`src/rtl/fma16_pkg.sv`:
```
// Shared types and constants for the fp16 FMA normalize/round stage.
// Holds rounding modes, flag positions and the stage-1 pipeline record.
package fma16_pkg;

  typedef enum logic [1:0] {
    RZ  = 2'b00,
    RNE = 2'b01,
    RM  = 2'b10,
    RP  = 2'b11
  } roundmode_t;

  localparam int FLAG_NV = 3;
  localparam int FLAG_OF = 2;
  localparam int FLAG_UF = 1;
  localparam int FLAG_NX = 0;

  localparam int          BIAS   = 15;
  localparam int          EMAX   = 30;
  localparam logic [14:0] MAXFIN = 15'h7BFF;
  localparam logic [14:0] INF    = 15'h7C00;

  // Normalized sum as it crosses from the normalize stage to the round stage.
  typedef struct packed {
    logic [10:0] mant;
    logic        guard;
    logic        sticky;
    logic [8:0]  exp;
    logic        sign;
    roundmode_t  rm;
    logic        zero;
    logic        special;
    logic [15:0] special_res;
    logic        special_nv;
  } norm_t;

  function automatic logic round_inc(input roundmode_t rm, input logic sign,
                                     input logic lsb, input logic guard,
                                     input logic sticky);
    logic inc;
    case (rm)
      RNE:     inc = guard & (sticky | lsb);
      RP:      inc = ~sign & (guard | sticky);
      RM:      inc = sign & (guard | sticky);
      default: inc = 1'b0;
    endcase
    return inc;
  endfunction

endpackage

```
`src/rtl/lzc34.sv`:
```
// Combinational leading-zero counter for the 34-bit sum magnitude.
// An all-zero input reports 34.
module lzc34 (
  input  logic [33:0] a_i,
  output logic [5:0]  cnt_o
);

  always_comb begin
    // NOTE: default assignment first so every path drives cnt_o and no latch is inferred.
    cnt_o = 6'd34;
    for (int i = 0; i < 34; i++) begin
      if (a_i[i]) cnt_o = 6'(33 - i);
    end
  end

endmodule

```
`src/rtl/fma16_normround.sv`:
```
// Final fp16 FMA stage: normalize the unnormalized sum, round to binary16,
// handle overflow/subnormal/zero/special cases, behind a 2-deep valid/ready pipe.
module fma16_normround
  import fma16_pkg::*;
#(
  parameter bit FLUSH_SUBNORM = 1'b0
) (
  input  logic        clk,
  input  logic        reset_n,
  input  logic        in_valid,
  output logic        in_ready,
  input  logic [33:0] Sm,
  input  logic [6:0]  Se,
  input  logic        Ss,
  input  logic        ASticky,
  input  logic [1:0]  roundmode,
  input  logic        special,
  input  logic [15:0] special_res,
  input  logic        special_nv,
  output logic        out_valid,
  input  logic        out_ready,
  output logic [15:0] result,
  output logic [3:0]  flags
);

  logic        v1_q, v2_q;
  logic        adv1, adv2;
  norm_t       s1_d, s1_q;
  logic [15:0] result_d, result_q;
  logic [3:0]  flags_d, flags_q;

  assign adv2      = ~v2_q | out_ready;
  assign adv1      = ~v1_q | adv2;
  assign in_ready  = adv1;
  assign out_valid = v2_q;
  assign result    = result_q;
  assign flags     = flags_q;

  // ---------------- Stage 1: normalize ----------------
  logic [5:0]        lzc;
  logic signed [8:0] se_x, e_norm, sub_shift, sub_neg;
  logic              is_norm;
  logic [5:0]        rsh;
  logic [69:0]       rwide;
  logic [33:0]       shifted;
  logic              lost;

  lzc34 u_lzc (
    .a_i   (Sm),
    .cnt_o (lzc)
  );

  always_comb begin
    se_x      = {{2{Se[6]}}, Se};
    e_norm    = se_x + 9'sd12 - $signed({3'b000, lzc});
    sub_shift = se_x + 9'sd11;
    sub_neg   = -sub_shift;
    is_norm   = e_norm > 9'sd0;
    shifted   = Sm;
    lost      = 1'b0;
    rsh       = '0;
    rwide     = '0;
    if (is_norm) begin
      shifted = Sm << lzc;
    end else if (!sub_shift[8]) begin
      shifted = Sm << sub_shift[5:0];
    end else begin
      // Right shift is capped at 35: beyond that every bit is already sticky.
      rsh     = (sub_neg > 9'sd35) ? 6'd35 : sub_neg[5:0];
      rwide   = {Sm, 36'b0} >> rsh;
      shifted = rwide[69:36];
      lost    = |rwide[35:0];
    end

    s1_d.mant        = shifted[33:23];
    s1_d.guard       = shifted[22];
    s1_d.sticky      = (|shifted[21:0]) | ASticky | lost;
    s1_d.exp         = is_norm ? e_norm : 9'sd1;
    s1_d.sign        = Ss;
    s1_d.rm          = roundmode_t'(roundmode);
    s1_d.zero        = (Sm == '0) & ~ASticky;
    s1_d.special     = special;
    s1_d.special_res = special_res;
    s1_d.special_nv  = special_nv;
  end

  // ---------------- Stage 2: round ----------------
  logic        inc, nx, uf;
  logic [11:0] m_sum;
  logic [10:0] m_rnd;
  logic [8:0]  e_rnd, e_enc;

  always_comb begin
    inc   = round_inc(s1_q.rm, s1_q.sign, s1_q.mant[0], s1_q.guard, s1_q.sticky);
    m_sum = {1'b0, s1_q.mant} + 12'(inc);
    if (m_sum[11]) begin
      m_rnd = m_sum[11:1];
      e_rnd = s1_q.exp + 9'd1;
    end else begin
      m_rnd = m_sum[10:0];
      e_rnd = s1_q.exp;
    end
    // A subnormal that carries into bit 10 picks up exponent 1 here.
    e_enc = m_rnd[10] ? e_rnd : 9'd0;
    nx    = s1_q.guard | s1_q.sticky;
    uf    = nx & (e_enc == 9'd0);

    result_d = {s1_q.sign, e_enc[4:0], m_rnd[9:0]};
    flags_d  = '0;
    flags_d[FLAG_UF] = uf;
    flags_d[FLAG_NX] = nx;

    if (s1_q.special) begin
      result_d = s1_q.special_res;
      flags_d  = '0;
      flags_d[FLAG_NV] = s1_q.special_nv;
    end else if (s1_q.zero) begin
      result_d = {(s1_q.rm == RM), 15'h0000};
      flags_d  = '0;
    end else if (e_enc > 9'(EMAX)) begin
      case (s1_q.rm)
        RNE:     result_d = {s1_q.sign, INF};
        RZ:      result_d = {s1_q.sign, MAXFIN};
        RP:      result_d = s1_q.sign ? {1'b1, MAXFIN} : {1'b0, INF};
        default: result_d = s1_q.sign ? {1'b1, INF} : {1'b0, MAXFIN};
      endcase
      flags_d = '0;
      flags_d[FLAG_OF] = 1'b1;
      flags_d[FLAG_NX] = 1'b1;
    end else if (FLUSH_SUBNORM && (e_enc == 9'd0) && (m_rnd[9:0] != '0)) begin
      result_d = {s1_q.sign, 15'h0000};
      flags_d  = '0;
      flags_d[FLAG_UF] = 1'b1;
      flags_d[FLAG_NX] = 1'b1;
    end
  end

  // ---------------- Pipeline registers ----------------
  // NOTE: sequential state uses non-blocking assignments so all registers update from pre-edge values.
  always_ff @(posedge clk or negedge reset_n) begin
    if (!reset_n) begin
      v1_q     <= 1'b0;
      v2_q     <= 1'b0;
      result_q <= '0;
      flags_q  <= '0;
    end else begin
      if (adv1) v1_q <= in_valid;
      if (adv2) begin
        v2_q <= v1_q;
        if (v1_q) begin
          result_q <= result_d;
          flags_q  <= flags_d;
        end
      end
    end
  end

  // NOTE: the stage-1 payload has no reset; v1_q qualifies it, so stale contents are never observed.
  always_ff @(posedge clk) begin
    if (adv1 && in_valid) s1_q <= s1_d;
  end

endmodule
```
`config.mk`:
```
export PLATFORM = sky130hd
export DESIGN_NAME = fma16_normround
export DESIGN_NICKNAME = d
export VERILOG_FILES = /design/src/rtl/fma16_pkg.sv /design/src/rtl/lzc34.sv /design/src/rtl/fma16_normround.sv
export SDC_FILE = /design/constraint.sdc
export NUM_CORES = 1
export LEC_CHECK = 0
export ABC_AREA = 1
export BUFFER_PORTS_ARGS = -buffer_cell sky130_fd_sc_hd__buf_2
export CAP_MARGIN = 20
export CORE_UTILIZATION = 55
export CTS_CLUSTER_DIAMETER = 100
export DETAILED_ROUTE_END_ITERATION = 10
export PLACE_DENSITY = 0.75
export SLEW_MARGIN = 15
export SYNTH_ARGS = -nofsm -noshare
export SYNTH_HDL_FRONTEND = slang
export SYNTH_HIERARCHICAL = 1
export SYNTH_SLANG_ARGS = --single-unit
```
`constraint.sdc`:
```
create_clock -name clk -period 5.95 [get_ports clk]
set_input_delay 0.2975 -clock clk [delete_from_list [all_inputs] [get_ports clk]]
set_output_delay 0.2975 -clock clk [all_outputs]
set_load 0.05 [all_outputs]
```
==> After elaboration in Yosys (flattened, before gate mapping) <==
Cells that the tools add are included.
{ "word_totals": {"ff_bits": 66, "inputBits": 67, "out_inout_bits": 22, "elab_cells": 103} }
{ "op_classes": {"addsub": 6, "n_lt_le_gt_ge": 3, "eq_ne": 3, "n_shift": 3, "n_mux": 52, "n_bitwise": 15, "reduce_logical": 7} }
{ "ops": {"columns": ["cell", "n"], "rows": [
  ["6-bit two-way mux", 33],
  ["16-bit two-way mux", 5],
  ["70-bit by 6-bit right shift with 70-bit output", 1],
  ["34-bit two-way mux", 2],
  ["34-bit by 6-bit left shift with 34-bit output", 2],
  ["16-bit case mux with 3 select lines", 1],
  ["36-bit OR reduction", 1],
  ["34-bit zero test", 1],
  ["22-bit OR reduction", 1],
  ["9-bit two-way mux", 2],
  ["7-bit by 5-bit adder with 8-bit output (second input constant)", 2],
  ["11-bit by 1-bit adder with 12-bit output", 1],
  ["11-bit two-way mux", 1],
  ["9-bit by 1-bit adder with 9-bit output (second input constant)", 1],
  ["9-bit by 1-bit greater-than comparator with 1-bit output (second input constant)", 1],
  ["9-bit by 5-bit greater-than comparator with 1-bit output (second input constant)", 1],
  ["9-bit by 7-bit greater-than comparator with 1-bit output (second input constant)", 1],
  ["9-bit zero test", 1],
  ["8-bit negator with 9-bit output", 1],
  ["8-bit by 7-bit subtractor with 9-bit output", 1],
  ["3-bit two-way mux", 2],
  ["1-bit bitwise OR", 6],
  ["1-bit bitwise AND", 5],
  ["2-bit == test (second input constant)", 2],
  ["9 further kinds", 14]
]} }

==> Logic depth before layout (Yosys ltp) <==
Gate-level depths: netlist of run 1.
{ "depth": {"word_depth": 40, "depth_mapped": 50, "ltp_nobuf": 49} }

==> Cells and area by module <==
Netlist of run 1, hierarchy kept.
{ "modules_own_cells": {"columns": ["mod", "instances", "cells_each", "area_per_inst_um2"], "rows": [
  ["fma16_normround", 1, 1685, 9552.9],
  ["lzc34", 1, 114, 478.0]
]} }

==> Least setup slack after synthesis of run 1 <==
No wires, ideal clock.
{ "synth_timing": {"kind": "input-to-reg", "startpoint": "input Sm[5]", "endpoint": "register s1_q[38] in the netlist's numbering, data pin", "setup_time_ps": 258, "arrival_time_ps": 4347, "path_slack_ps": 1345, "stages": 29, "cell_sequence": "bufinv_8 > nand3_1 > nand3_1 > nand3_1 > nand2_1 > nand2_1 > nand2_1 > nand2_1 > nand2_1 > nand2_1 > nand2_1 > nand2_1 > nand2_1 > a21oi_1 > a211oi_1 > clkinv_1 > clkbuf_1 > buf_1 > ha_1 > ha_1 > fa_1 > xor2_1 > nor4_1 > o211ai_1 > nand2_1 > inv_1 > clkbuf_1 > a31oi_1 > a21oi_1"} }
{ "synth_rtl": {"columns": ["item", "line_no", "rtl"], "rows": [
  ["start, declared", "fma16_normround.sv:12", "input logic [33:0] Sm,"],
  ["end signal, assigned", "fma16_normround.sv:160", "if (adv1 && in_valid) s1_q <= s1_d;"],
  ["end, declared", "fma16_normround.sv:28", "norm_t s1_d, s1_q;"]
]} }

==> flow_summary.yaml, run 1 <==
floorplanning:
  fp.dieH_um: 137
  die_w_um: 137
  die_area_um2: 18800
  core-area_um2: 17900
  start_util: 0.560
  io_pins: 89
  num_rows: 49
detailed_routing:
  drt_wl_total_um: 36100
  drt_iter0_drc: 1287
  drcViolationCount: 0
  vias: 12354
  first_pass_iters: 7
  wl_per_cell_um: 17.5
  antenna_left: 0
  routed_via_density: 5.99
setup_path:
  worst-setup-path-type: "primary input to flop"
  crit_path_max_incr_delay_ns: 0.48
  cp_top_family: "simple AND/OR/NAND/NOR gates"
  worstPathArrival_ns: 4.94
  cpMostUsedCell: "nand2_1"
  critPathMaxFanout: 68
  r2r-end: "result[14]$_DFFE_PN0P_"
  slowest_stage: "buf_4"
  cp-start-kind: "primary input"
  endpoint_kind: "flop"
  r2r-start: "s1_q[19]$_DFFE_PP_"
  rr_worst_depth: 18
  r2r_setup_slack_ns: 1.17
  required_ns: 6.02
  path_buf_inv: 2
synthesis:
  netlist_area_um2: 10000
  synth_nets: 1885
  synth_ff_type: "edfxtp_1"
  syn_area_per_cell_um2: 5.58
  ys_seq_area_frac: 0.187
  yosysTopAreaCell: "nand2_1"
  ys_types: 56
  synth_area_leaders: "nand2_1 22%, edfxtp_1 13%, nand3_1 13%"
  synthArstFlopShare: 0.333
  synthCells: 1799
  ys.warnings.count: 6
  netlist.area_leader.share: 0.224
  synth_edf_count: 44
  ys_ff_latch: 66
global_route:
  grt_max_degree: 69
  overflow: 0
  antenna_found_initial: 0
  grt_pass1_wl_um: 55100
  gr-usage-met3: 0.0593
  met2_usage: 0.627
  grt_pass1_vias: 10485
  met1_usage: 0.494
  grt_use_total: 0.383
  top_usage_layer: "met2"
cells_and_area:
  areaGrowthSynthToFinish_pct: 8.03
  final_common_cell: "nand2_1"
  nNetsFinal: 1914
  drive_above_1_share: 0.0917
  diodes: 0
  post-route-util: 0.605
  instances_no_fill: 2062
  layout_common_cells: "599 x nand2_1, 258 x nand3_1, 189 x o21ai_0, 162 x inv_1, 128 x nor2_1"
min_path:
  hold_class: "primary input to flop"
  whs_path_depth: 1
  holdPathEnd: "s1_q[4]$_DFFE_PP_"
  hp-start: "special_res[3]"
clock_network:
  clock_latency_ns: 0.33
  ctsHoldBuffers: 1
  clock-sinks: 66
  cts_buffer_depth: 2
  cts_tree: "yes"
  htreeDepth: 3
  path_clk_slew_ns: 0.05
  post_cts_buffers: 0
  cts_buffers: 9
  clockRootBuffer: "clkbuf_16"
  cts_resized: 0
run_status:
  outcome: "complete, no violations"
timing:
  finalCritPeriodShare: 0.817
  final.setup.tns_ns: 0
  setup_violations: 0
  slew_viol_final: 0
  relSlewSlack: 0.214
  max_freq_mhz: 206
  min_period_ns: 4.86
  holdWs_ns: 0.142
  skew_ns: 0.0133
  final-hold-violation-count: 0
  grt_setup_unrepaired: "no"
  tightest_slew_ns: 1.18
placed_design:
  gp_congestion: 1.05
  dp_hpwl_um: 28600
  port_buffers: 88
  dp.cells: 2045
pwr:
  powerDensity_nw_per_um2: 232
  power_leakage_nw: 5.47
  ir_drop_uv: 304
run:
  cap_violations: 0
state kept, by name, summed over array words and instances, names as in the netlist:
| signal | cells |
|---|---|
| s1_q | 44 |
| flags | 4 |
| result | 16 |
| v1_q | 1 |
| out_valid | 1 |
Yosys cell counts, types with 8 or more instances:
library cell    n
nand2_1       599
nand3_1       258
o21ai_0       189
inv_1         162
nor2_1        128
a21oi_1        62
clkbuf_1       55
edfxtp_1       44
mux2i_1        27
dfrtp_1        22
buf_2          21
nand4_1        19
ha_1           18
nor3_1         17
nor4_1         15
inv_2          14
xor2_1         14
a31oi_1        11
o211ai_1       11
a22oi_1         9
buf_1           8
nand2_2         8
o21ai_1         8
or2_2           8
layer usage:
| layer | routed length, µm | vias up |
|---|---|---|
| li1 | - | 6075 |
| met1 | 14600 | 5467 |
| met2 | 16400 | 710 |
| met3 | 3540 | 102 |
| met4 | 1560 | 0 |
| met5 | 0 | - |
worst reg2reg max path: cells and delay by family, from the launching register on:
kind / cells / cell delay [ns]
AOI/OAI and AO/OA: 4 / 0.78
xor gates and xnor gates: 2 / 0.24
adders and majority gates: 1 / 0.24
buffers and inverters: 2 / 0.42
DFF: 1 / 0.40
and+or+nand+nor: 9 / 2.53
power breakdown:
| group | internal, W | switching (W) | total [W] |
|---|---|---|---|
| registers | 0.000576 | 0.0000431 | 0.000619 |
| logic | 0.000392 | 0.00102 | 0.00141 |
| clock network | 0.000314 | 0.000175 | 0.000489 |
cells by family (layout without fill, tap and decap cells):
group           Yosys count  count (layout)  share of synthesized area
compound gates          330             330                      0.183
xor+xnor                 17              17                     0.0148
fa+ha+maj                19              19                     0.0244
buf+inv                 273             307                      0.111
flops                    66              66                      0.187
mux                      27              27                     0.0269
other cells               1               1                   0.000374
simple gates           1066            1066                      0.453
cell type report:
class	count	area, µm²
clock buffers	14	274
clock inverters	2	11.3
fillers	1880	7070
inverters	180	689
multi-input cells	1460	7090
flip-flops and latches	66	1870
well taps	229	287
repair buffers	111	616
stage by stage:
step                      total power (W)  worst slack, ns  area (µm²)
after global routing              0.00270            0.567       10800
after detailed placement          0.00199            0.880       10500
after floorplan                   0.00163             1.34       10000
after CTS                         0.00249             1.23       10800
final                             0.00252             1.09       10800
after global placement            0.00198            0.964       10500
how the worst max path moves through the flow:
stage | from | to | slack (ns) | cells past startpoint
after floorplan | Sm[5] | s1_q[38]$_DFFE_PP_ | 1.34 | 29
after global placement | Sm[2] | s1_q[31]$_DFFE_PP_ | 0.96 | 46
after detailed placement | Sm[1] | s1_q[40]$_DFFE_PP_ | 0.88 | 48
after CTS | Sm[1] | s1_q[40]$_DFFE_PP_ | 1.23 | 48
after global routing | Sm[1] | s1_q[31]$_DFFE_PP_ | 0.57 | 47
final | Sm[0] | s1_q[31]$_DFFE_PP_ | 1.09 | 46
No activity file was read; power rests on OpenSTA's default activity.
==> run 2, diff against run 1 <==
Settings changed: PLACE_DENSITY 0.75 to 0.77.
Clock period 5.95 ns to 4.3 ns, I/O delays scaled along.
==> flow_summary.yaml, run 2 (synthesis gave the netlist of run 1 again) <==
detailed_routing:
  wl_per_cell_um: 17.7
  vias: 12751
  drt_iter0_drc: 1414
  wl_met3_um: 3510
  first_pass_iters: 6
  antenna_left: 0
  drcViolationCount: 0
  drt_wl_total_um: 37900
  wl_met1_um: 15200
  top_layer: "met4"
  dr_wl_met2_um: 17100
  routed_via_density: 5.97
global_route:
  overflow: 0
  grt_pass1_vias: 10977
  grt_max_degree: 66
  grt_pass1_wl_um: 57000
  antenna_found_initial: 0
  grt_use_total: 0.393
setup_path:
  r2r-end: "result[6]$_DFFE_PN0P_"
  cpMostUsedCell: "nand2_1"
  endpoint_kind: "flop"
  rr_worst_depth: 20
  required_ns: 4.36
  worstPathArrival_ns: 4.18
  slowest_stage: "fa_2"
  worst-setup-path-type: "primary input to flop"
  r2r-start: "s1_q[19]$_DFFE_PP_"
  crit_path_max_incr_delay_ns: 0.42
  r2r_setup_slack_ns: 0.39
  cp-start-kind: "primary input"
  critPathMaxFanout: 5
pwr:
  cell_internal_pwr_w: 0.00203
  power_leakage_nw: 5.89
  switching_share: 0.470
  p_comb_frac: 0.556
  powerDensity_nw_per_um2: 326
  seqPwrFrac: 0.224
  ir_drop_uv: 475
  clkPwrFrac: 0.220
  p_sw_w: 0.00180
placed_design:
  dp_slack_ns: -0.287
  dp_hpwl_um: 29900
  port_buffers: 88
  placed_cell_area_um2: 11000
  gp_congestion: 1.03
cells_and_area:
  fin_area_um2: 11700
  drive_above_1_share: 0.151
  layout_common_cells: "596 x nand2_1, 257 x nand3_1, 159 x inv_1, 153 x o21ai_0, 125 x nor2_1"
  areaGrowthSynthToFinish_pct: 17.1
  multi_input_area_um2: 7280
  nNetsFinal: 1987
  ff_latch_area_um2: 1870
  diodes: 0
  largest_register_ffs: 44
  fillers: 1779
  top_register: "s1_q"
  final_common_cell: "nand2_1"
timing:
  slew_viol_final: 0
  relSlewSlack: 0.130
  max_freq_mhz: 243
  finalCritPeriodShare: 0.957
  skew_ns: 0.00451
  holdWs_ns: 0.0622
  final-hold-violation-count: 0
  tightest_slew_ns: 1.30
  setup_slack_ns: 0.186
  final.setup.tns_ns: 0
  min_period_ns: 4.11
  grt_setup_unrepaired: "yes"
  setup_violations: 0
floorplanning:
  start_util: 0.560
  io_pins: 89
  core-area_um2: 17900
  fp.dieH_um: 137
  die_w_um: 137
  die_area_um2: 18800
  num_rows: 49
run_status:
  outcome: "complete, no violations"
clock_network:
  cts_tree: "yes"
  htreeDepth: 3
  clock-sinks: 66
  clockRootBuffer: "clkbuf_16"
  cts_buffer_depth: 2
  path_clk_slew_ns: 0.06
  clock_latency_ns: 0.33
  cts_buffers: 9
min_path:
  holdPathEnd: "s1_q[16]$_DFFE_PP_"
  hp-start: "special_res[15]"
  hold_class: "primary input to flop"
  whs_path_depth: 1
run:
  cap_violations: 0
==> run 2: cell types whose count changed in the layout (fill, tap and decap cells not counted), sizes merged <==
cell,before,now
buf,110,179
clkinvlp,1,6
bufinv,1,3
clkbuf,14,12
inv,176,175
==> run 2: worst max-delay path: cells and delay by family <==
family          cells  cell delay, ns
compound gates      4            0.58
fa+ha+maj           3            0.77
buf+inv             4            0.37
simple gates       34            2.23
==> run 2: area by class of cell <==
type / instances / area share
Sequential cell: 66 / 0.159
Timing Repair inverter: 3 / 0.00192
Timing Repair Buffer: 181 / 0.104
Tap cell: 229 / 0.0244
Multi-Input combinational cell: 1460 / 0.620
Clock buffer: 11 / 0.0234
Clock inverter: 5 / 0.00693
Inverter: 180 / 0.0597
==> run 2: repair_timing <==
item	4_1_cts	5_1_grt
setup endpoints to repair	0	30
endpoints found under the hold margin	22	0
resized for setup	0	95
buffers inserted	0	6
hold buffers	1	0
==> run 2: how the worst max path moves through the flow <==
stage,from,end,cells past startpoint
finish,Sm[1],s1_q[33]$_DFFE_PP_,45
global route,Sm[1],s1_q[33]$_DFFE_PP_,45
CTS,Sm[1],s1_q[22]$_SDFFCE_PN1P_,49
detailed placement,Sm[1],s1_q[22]$_SDFFCE_PN1P_,49
global placement,Sm[1],s1_q[31]$_DFFE_PP_,47
floorplan,Sm[5],s1_q[38]$_DFFE_PP_,29
==> run 2: power by group through the flow <==
stage               clock (W)  combinational (W)  sequential, W
finish               0.000843            0.00213       0.000857
global placement            0            0.00196       0.000860
floorplan                   0            0.00120        0.00105
detailed placement          0            0.00198       0.000867
CTS                  0.000846            0.00199       0.000857
global route         0.000875            0.00233       0.000871
==> run 2: metrics by stage <==
step	total power, W	cells	util
2_1_floorplan	0.00226	1799	-
3_3_place_gp	0.00282	2107	0.616
3_5_place_dp	0.00285	2107	0.616
4_1_cts	0.00370	2124	0.636
5_1_grt	0.00408	2135	0.656
6_report	0.00383	2135	0.656
==> run 2: per-layer routing <==
layer / global-route usage / vias to the layer above
met1: 0.496 / 5700
met2: 0.634 / 685
met4: 0.203 / 0
li1: - / 6250
met5: 0 / -
met3: 0.0752 / 116
